==> src/rtl/oldland_issue_pkg.sv <==
// Shared decode constants and helpers for the oldland issue stage.
// Provides instruction class codes, field positions and a use decoder.
package oldland_issue_pkg;

  localparam int SEL_W     = 3;
  localparam int RD_LSB    = 0;
  localparam int RA_LSB    = 3;
  localparam int RB_LSB    = 6;
  localparam int LOAD_BIT  = 29;
  localparam int CLASS_LSB = 30;

  localparam logic [1:0] CLASS_ALU    = 2'b00;
  localparam logic [1:0] CLASS_BRANCH = 2'b01;
  localparam logic [1:0] CLASS_LDST   = 2'b10;
  localparam logic [1:0] CLASS_MISC   = 2'b11;

  typedef struct packed {
    logic reads_a;
    logic reads_b;
    logic writes_rd;
  } uses_t;

  function automatic uses_t decode_uses(input logic [31:0] instr);
    uses_t u;
    u = '0;
    case (instr[CLASS_LSB +: 2])
      CLASS_ALU: begin
        u.reads_a   = 1'b1;
        u.reads_b   = 1'b1;
        u.writes_rd = 1'b1;
      end
      CLASS_BRANCH: begin
        u.reads_a = 1'b1;
      end
      CLASS_LDST: begin
        u.reads_a   = 1'b1;
        u.reads_b   = !instr[LOAD_BIT];
        u.writes_rd = instr[LOAD_BIT];
      end
      default: u = '0;
    endcase
    return u;
  endfunction

endpackage

==> src/rtl/oldland_issue_if.sv <==
// Fetch-to-issue and issue-to-execute handshake bundle.
// slave: issue stage; master: fetch/execute side driving it.
interface oldland_issue_if;

  logic        fetch_valid;
  logic [31:0] fetch_instr;
  logic [31:0] fetch_pc;
  logic        fetch_stall;
  logic        iss_valid;
  logic [31:0] iss_instr;
  logic [31:0] iss_pc;
  logic [2:0]  iss_rd_sel;
  logic        iss_wr_rd;
  logic        iss_ready;
  logic        flush;

  modport slave (
    input  fetch_valid, fetch_instr, fetch_pc,
    input  iss_ready, flush,
    output fetch_stall,
    output iss_valid, iss_instr, iss_pc,
    output iss_rd_sel, iss_wr_rd
  );

  modport master (
    output fetch_valid, fetch_instr, fetch_pc,
    output iss_ready, flush,
    input  fetch_stall,
    input  iss_valid, iss_instr, iss_pc,
    input  iss_rd_sel, iss_wr_rd
  );

endinterface

==> src/rtl/oldland_scoreboard.sv <==
// Per-register pending-write counters and hazard query.
// Ports: inc/wb/flush updates, two source + one dest query, hazard, idle.
module oldland_scoreboard
  import oldland_issue_pkg::*;
#(
  parameter int PEND_W = 2,
  parameter int NREGS  = 8
) (
  input  logic             clk,
  input  logic             rst_n,
  input  logic             inc_en,
  input  logic [SEL_W-1:0] inc_rd,
  input  logic             wb_en,
  input  logic [SEL_W-1:0] wb_rd,
  input  logic             fl_en,
  input  logic [SEL_W-1:0] fl_rd,
  input  logic             qa_en,
  input  logic [SEL_W-1:0] qa,
  input  logic             qb_en,
  input  logic [SEL_W-1:0] qb,
  input  logic             qd_en,
  input  logic [SEL_W-1:0] qd,
  output logic             hazard,
  output logic             idle
);

  localparam int SW = PEND_W + 2;
  localparam logic [PEND_W-1:0] MAX = '1;
  localparam logic [PEND_W-1:0] ONE = PEND_W'(1);

  logic [PEND_W-1:0] pend [NREGS];
  logic [PEND_W-1:0] nxt  [NREGS];
  logic [SW-1:0]     sum  [NREGS];
  logic [NREGS-1:0]  inc_v, wb_v, fl_v;
  logic [NREGS-1:0]  under, busy, full, zero;

  always_comb begin
    for (int r = 0; r < NREGS; r++) begin
      inc_v[r] = inc_en && (inc_rd == SEL_W'(r));
      wb_v[r]  = wb_en && (wb_rd == SEL_W'(r));
      fl_v[r]  = fl_en && (fl_rd == SEL_W'(r));
      sum[r]   = {2'b00, pend[r]} + SW'(inc_v[r])
               - SW'(wb_v[r]) - SW'(fl_v[r]);
      // Top bit only sets on a net decrement below zero.
      under[r] = sum[r][SW-1];
      nxt[r]   = under[r] ? '0 : sum[r][PEND_W-1:0];
      // A single pending write landing this cycle is bypassed.
      busy[r]  = (pend[r] > ONE)
              || ((pend[r] == ONE) && !wb_v[r]);
      full[r]  = (pend[r] == MAX);
      zero[r]  = (pend[r] == '0);
    end
  end

  always_ff @(posedge clk) begin
    for (int r = 0; r < NREGS; r++) begin
      if (!rst_n) pend[r] <= '0;
      else        pend[r] <= nxt[r];
    end
  end

  always_ff @(posedge clk) begin
    if (rst_n) assert (under == '0);
  end

  assign hazard = (qa_en && busy[qa])
               || (qb_en && busy[qb])
               || (qd_en && full[qd]);
  assign idle = &zero;

endmodule

==> src/rtl/oldland_issue.sv <==
// Decode/issue stage: regfile selects, issue register, hazard stall.
// Ports: clk, rst_n, bus (fetch/issue handshake), ra/rb_sel, wb, debug.
module oldland_issue
  import oldland_issue_pkg::*;
#(
  parameter int PEND_W = 2,
  parameter int NREGS  = 8
) (
  input  logic              clk,
  input  logic              rst_n,
  oldland_issue_if.slave    bus,
  output logic [SEL_W-1:0]  ra_sel,
  output logic [SEL_W-1:0]  rb_sel,
  input  logic              wb_en,
  input  logic [SEL_W-1:0]  wb_rd,
  input  logic              dbg_en,
  output logic              dbg_idle
);

  uses_t            use_f;
  logic [SEL_W-1:0] f_rd, f_ra, f_rb;
  logic             hazard, idle, accept;
  logic             fl_en;

  assign use_f = decode_uses(bus.fetch_instr);
  assign f_rd  = bus.fetch_instr[RD_LSB +: SEL_W];
  assign f_ra  = bus.fetch_instr[RA_LSB +: SEL_W];
  assign f_rb  = bus.fetch_instr[RB_LSB +: SEL_W];

  assign accept = rst_n && bus.fetch_valid && !hazard
               && !dbg_en && !bus.flush
               && (!bus.iss_valid || bus.iss_ready);

  assign bus.fetch_stall = !rst_n
                        || (bus.fetch_valid && !accept);

  // Held instructions keep re-reading their operands.
  assign ra_sel = accept ? f_ra
                : bus.iss_instr[RA_LSB +: SEL_W];
  assign rb_sel = accept ? f_rb
                : bus.iss_instr[RB_LSB +: SEL_W];

  assign fl_en = bus.flush && bus.iss_valid
              && bus.iss_wr_rd;

  oldland_scoreboard #(
    .PEND_W (PEND_W),
    .NREGS  (NREGS)
  ) u_sb (
    .clk    (clk),
    .rst_n  (rst_n),
    .inc_en (accept && use_f.writes_rd),
    .inc_rd (f_rd),
    .wb_en  (wb_en),
    .wb_rd  (wb_rd),
    .fl_en  (fl_en),
    .fl_rd  (bus.iss_rd_sel),
    .qa_en  (use_f.reads_a),
    .qa     (f_ra),
    .qb_en  (use_f.reads_b),
    .qb     (f_rb),
    .qd_en  (use_f.writes_rd),
    .qd     (f_rd),
    .hazard (hazard),
    .idle   (idle)
  );

  always_ff @(posedge clk) begin
    if (!rst_n) begin
      bus.iss_valid  <= 1'b0;
      bus.iss_instr  <= '0;
      bus.iss_pc     <= '0;
      bus.iss_rd_sel <= '0;
      bus.iss_wr_rd  <= 1'b0;
    end else if (accept) begin
      bus.iss_valid  <= 1'b1;
      bus.iss_instr  <= bus.fetch_instr;
      bus.iss_pc     <= bus.fetch_pc;
      bus.iss_rd_sel <= f_rd;
      bus.iss_wr_rd  <= use_f.writes_rd;
    end else if (bus.iss_ready || bus.flush) begin
      bus.iss_valid  <= 1'b0;
    end
  end

  assign dbg_idle = idle && !bus.iss_valid;

endmodule
==> src/flat_wrapper.sv <==
// flat-port wrapper written by rule: the top's interface ports become plain ports
module oldland_issue_flat import oldland_issue_pkg::*;
#(
  parameter int PEND_W = 2,
  parameter int NREGS  = 8
)
  (clk, rst_n, ra_sel, rb_sel, wb_en, wb_rd, dbg_en, dbg_idle, bus_fetch_valid, bus_fetch_instr, bus_fetch_pc, bus_iss_ready, bus_flush, bus_fetch_stall, bus_iss_valid, bus_iss_instr, bus_iss_pc, bus_iss_rd_sel, bus_iss_wr_rd);
  oldland_issue_if bus_i ();
  input  logic clk;
  input  logic rst_n;
  output logic [SEL_W-1:0] ra_sel;
  output logic [SEL_W-1:0] rb_sel;
  input  logic wb_en;
  input  logic [SEL_W-1:0] wb_rd;
  input  logic dbg_en;
  output logic dbg_idle;
  input wire logic [$bits(bus_i.fetch_valid)-1:0] bus_fetch_valid;
  input wire logic [$bits(bus_i.fetch_instr)-1:0] bus_fetch_instr;
  input wire logic [$bits(bus_i.fetch_pc)-1:0] bus_fetch_pc;
  input wire logic [$bits(bus_i.iss_ready)-1:0] bus_iss_ready;
  input wire logic [$bits(bus_i.flush)-1:0] bus_flush;
  output wire logic [$bits(bus_i.fetch_stall)-1:0] bus_fetch_stall;
  output wire logic [$bits(bus_i.iss_valid)-1:0] bus_iss_valid;
  output wire logic [$bits(bus_i.iss_instr)-1:0] bus_iss_instr;
  output wire logic [$bits(bus_i.iss_pc)-1:0] bus_iss_pc;
  output wire logic [$bits(bus_i.iss_rd_sel)-1:0] bus_iss_rd_sel;
  output wire logic [$bits(bus_i.iss_wr_rd)-1:0] bus_iss_wr_rd;
  assign bus_i.fetch_valid = bus_fetch_valid;
  assign bus_i.fetch_instr = bus_fetch_instr;
  assign bus_i.fetch_pc = bus_fetch_pc;
  assign bus_i.iss_ready = bus_iss_ready;
  assign bus_i.flush = bus_flush;
  assign bus_fetch_stall = bus_i.fetch_stall;
  assign bus_iss_valid = bus_i.iss_valid;
  assign bus_iss_instr = bus_i.iss_instr;
  assign bus_iss_pc = bus_i.iss_pc;
  assign bus_iss_rd_sel = bus_i.iss_rd_sel;
  assign bus_iss_wr_rd = bus_i.iss_wr_rd;
  oldland_issue #(.PEND_W(PEND_W), .NREGS(NREGS)) u_core (.clk(clk), .rst_n(rst_n), .bus(bus_i), .ra_sel(ra_sel), .rb_sel(rb_sel), .wb_en(wb_en), .wb_rd(wb_rd), .dbg_en(dbg_en), .dbg_idle(dbg_idle));
endmodule
==> config.mk <==
export PLATFORM = sky130hd
export DESIGN_NAME = oldland_issue_flat
export DESIGN_NICKNAME = d
export VERILOG_FILES = /design/src/rtl/oldland_issue_pkg.sv /design/src/rtl/oldland_issue_if.sv /design/src/rtl/oldland_scoreboard.sv /design/src/rtl/oldland_issue.sv /design/src/flat_wrapper.sv
export SDC_FILE = /design/constraint.sdc
export NUM_CORES = 1
export LEC_CHECK = 0
export CORE_MARGIN = 8
export CORE_UTILIZATION = 40
export DETAILED_ROUTE_END_ITERATION = 6
export DONT_BUFFER_PORTS = 1
export PLACE_DENSITY = 0.62
export SETUP_SLACK_MARGIN = 0.02
export SLEW_MARGIN = 10
export SYNTH_ARGS = -nofsm -noshare
export SYNTH_HDL_FRONTEND = slang
export SYNTH_HIERARCHICAL = 1
export SYNTH_SLANG_ARGS = --single-unit
==> constraint.sdc <==
create_clock -name clk -period 4.5 [get_ports clk]
set_input_delay 0.45 -clock clk [delete_from_list [all_inputs] [get_ports clk]]
set_output_delay 0.45 -clock clk [all_outputs]
set_load 0.05 [all_outputs]
==> results.md <==
* Status: finished, final reports clean
* HP Class: in2reg
* Internal at 1.065 mW
* CP max FO at 8
* Final hold viol count at 0
* Syn Area/Cell at 8.033 um^2
* Syn_nets at 639
* Initial Util at 41.29%
* Clk sinks at 82
* Net Sw Frac at 30.51%
* Detailed Place HPWL at 8919 um
* MaxCap Viol Count at 0
* Post-CTS Hold Fix Bufs at 0
* Critical Path Sink Type: flop
* Share of the synthesized area in the top cell type at 38.34%
* CTS H-tree depth at 3
* Overflow left after global routing at 0
* #FFs+latches synth at 82
* Vias in the first global route at 3766
* Synth Instances at 533
* Layout Area Growth over Synthesis at 7.919%
* CTS root buf: clkbuf_8
* Power share of the clock group at 36.3%
* Peak Freq at 243.8 MHz
* CTS resizes at 0
* Reg power frac at 54.2%
* Wirelength per Cell at 18.90 um
* Worst skew pair latency at 0.36 ns
* Net Sw Power at 467.6 uW
* Worst Path Required at 4.75 ns
* Power density cells at 331.7 mW/mm^2
* Cell Area, Synth at 0.004282 mm^2
* Part of the power in combinational logic at 9.6%
* Antenna diodes at 0
* Peak supply drop at 0.1599 mV
* Vias at 3757
* 1st-pass router iterations at 5
* Skew final at 0.01280 ns
* # rows at 37
* Leakage at 1.845 nW
* Slew @ Worst Pin at 0.9796 ns
* Seq/Total Area, Yosys at 38.34%
* Post-Route WL at 12470 um
* Final number of setup-violating endpoints at 0
* Clock buffer depth at 2
* Fillers at 1050
* TNS Setup at 0 ns
* IO buf count at 0
* Ports at 151
* Reg area at 0.001642 mm^2
* Synth top area cells: dfxtp_1 (38%), nand4_1 (9.4%), o21ai_1 (7.9%)
* Antenna violations before repair at 0
* Postcts setup bufs at 0
* Post-DP Area at 0.004419 mm^2
* Data arrival, critical path at 4.35 ns
* DRT antenna net count at 0
* Starting DRT DRC Count at 281
* Die width at 119.5 um
* Crit share post-route at 91.14%
* Startpoint types: primary input
* Share of layout cells above drive strength 1 at 7.634%
* Nets at 625
* Drt via density at 5.692
* Post-synth EDFFs at 0
* Yosys Warn Count at 6
* Max transition margin at 34.56%
* Pwr Total at 1.533 mW
* Core region area at 0.01037 mm^2
* Fin. max-slew vios at 0
* Drt drc at 0
* Placer Congestion at 0.8816
* Clk slew on worst S/H paths at 0.09 ns
* Die area at 0.01427 mm^2
* CTS tree: built
* Clock buffer count from CTS at 9
* Post-layout minimum cycle time at 4.101 ns
* Netlist cell types at 42
* Cell taking the most area after synthesis: dfxtp_1
* Die Y at 119.5 um
* Kind of critical path: in2reg
* First-pass GRT wire length at 20040 um
* Async S/R FF share, synth at 0%
* Final instance area at 0.004621 mm^2
* Largest net degree at the start of global routing at 78
* Total GRT Usage at 17.23%
* Area taken by multi-input logic gates at 0.002227 mm^2
* Dominant synthesized flop cell: dfxtp_1
* RSZ-0062 raised after global routing: no
## cell usage after synthesis, drive strengths merged, types with 8 or more instances
cell type  number
o21ai          83
dfxtp          82
nand2          76
nand4          64
inv            60
clkbuf         26
ha             24
nor2           22
buf            13
a21oi           9
a211oi          8
fa              8
## layout by cell type, fill, tap and decap left out, types with 8 or more instances in the layout
cell | synthesis | final
a21oi_1 | 9 | 9
o21ai_1 | 68 | 68
ha_1 | 24 | 24
a211oi_1 | 8 | 8
nand2_1 | 76 | 76
nand4_1 | 64 | 64
clkbuf_8 | 0 | 9
fa_1 | 8 | 8
nor2_1 | 22 | 22
buf_4 | 10 | 10
inv_1 | 60 | 59
dfxtp_1 | 82 | 82
o21ai_0 | 15 | 15
## sequential cells by signal, summed over array words and instances, names as in the netlist
register and count:
u_core/bus.iss_pc 32, u_core/bus.iss_wr_rd 1, u_core/u_sb/pend 16, u_core/bus.iss_valid 1, u_core/bus.iss_instr 32
## worst paths after layout
| check | from | end | slack, ns | depth (start not counted) |
|---|---|---|---|---|
| max | wb_rd[0] | u_core/u_sb/pend[0][0] | 0.40 | 16 |
| min | bus_fetch_pc[11] | u_core/bus.iss_pc[11] | 0.22 | 2 |
| max reg2reg | u_core/u_sb/pend[1][1] | u_core/u_sb/pend[0][0] | 0.45 | 14 |
| min reg2reg | u_core/bus.iss_instr[0] | u_core/bus.iss_instr[0] | 0.47 | 2 |
## routing by layer
metal / vias to the layer above / track usage (%) / routed length [um]
met5: - / 0 / 0
met4: 0 / 7.026 / 233
met3: 20 / 7.274 / 1298
met2: 140 / 28.08 / 5886
met1: 1783 / 19.52 / 5055
li1: 1814 / - / -
## power groups by stage
stage / Sequential [mW] / Clock, mW / Combinational (mW)
floorplan: 0.843 / 0 / 0.120
global route: 0.833 / 0.603 / 0.162
global placement: 0.847 / 0 / 0.142
detailed placement: 0.847 / 0 / 0.146
finish: 0.830 / 0.556 / 0.146
CTS: 0.831 / 0.571 / 0.146
## final cells by class
cell class | count | area share, %
Inverter | 60 | 4.874
Timing Repair Buffer | 14 | 3.358
Sequential cell | 82 | 35.53
Multi-Input combinational cell | 352 | 48.20
Clock inverter | 6 | 1.598
Clock buffer | 10 | 2.762
Tap cell | 136 | 3.683
## per-stage QoR
| stage | util (%) | hold slack, ns | instances | worst slack, ns |
|---|---|---|---|---|
| floorplan | - | 0.5922 | 533 | 0.03573 |
| global placement | 42.62 | 0.4367 | 644 | 0.1960 |
| detailed placement | 42.62 | 0.4515 | 644 | 0.04055 |
| CTS | 44.56 | 0.2000 | 660 | 0.3809 |
| global route | 44.56 | 0.1991 | 660 | 0.1717 |
| finish | 44.56 | 0.2183 | 660 | 0.3986 |
## critical path, cell delays in order
cell and delay, ns:
or4b_4 0.56, a2111oi_2 0.39, a211oi_1 0.09, nor2_1 0.10
a211oi_1 0.05, a211o_1 0.30, nor4bb_4 0.29, and3_2 0.22
and2_1 0.18, nor2b_1 0.30, nor3b_1 0.29, fa_1 0.46
ha_1 0.19, ha_1 0.17, o21ai_0 0.21, nor2_1 0.07
## cells by family after synthesis
| group | count (synthesis) | synth area share [%] |
|---|---|---|
| mux | 7 | 1.987 |
| compound gates | 105 | 13.30 |
| simple gates | 208 | 25.69 |
| flops | 82 | 38.34 |
| fa+ha+maj | 32 | 10.75 |
| buf+inv | 99 | 9.936 |
Power figures use the tool's default switching activity.
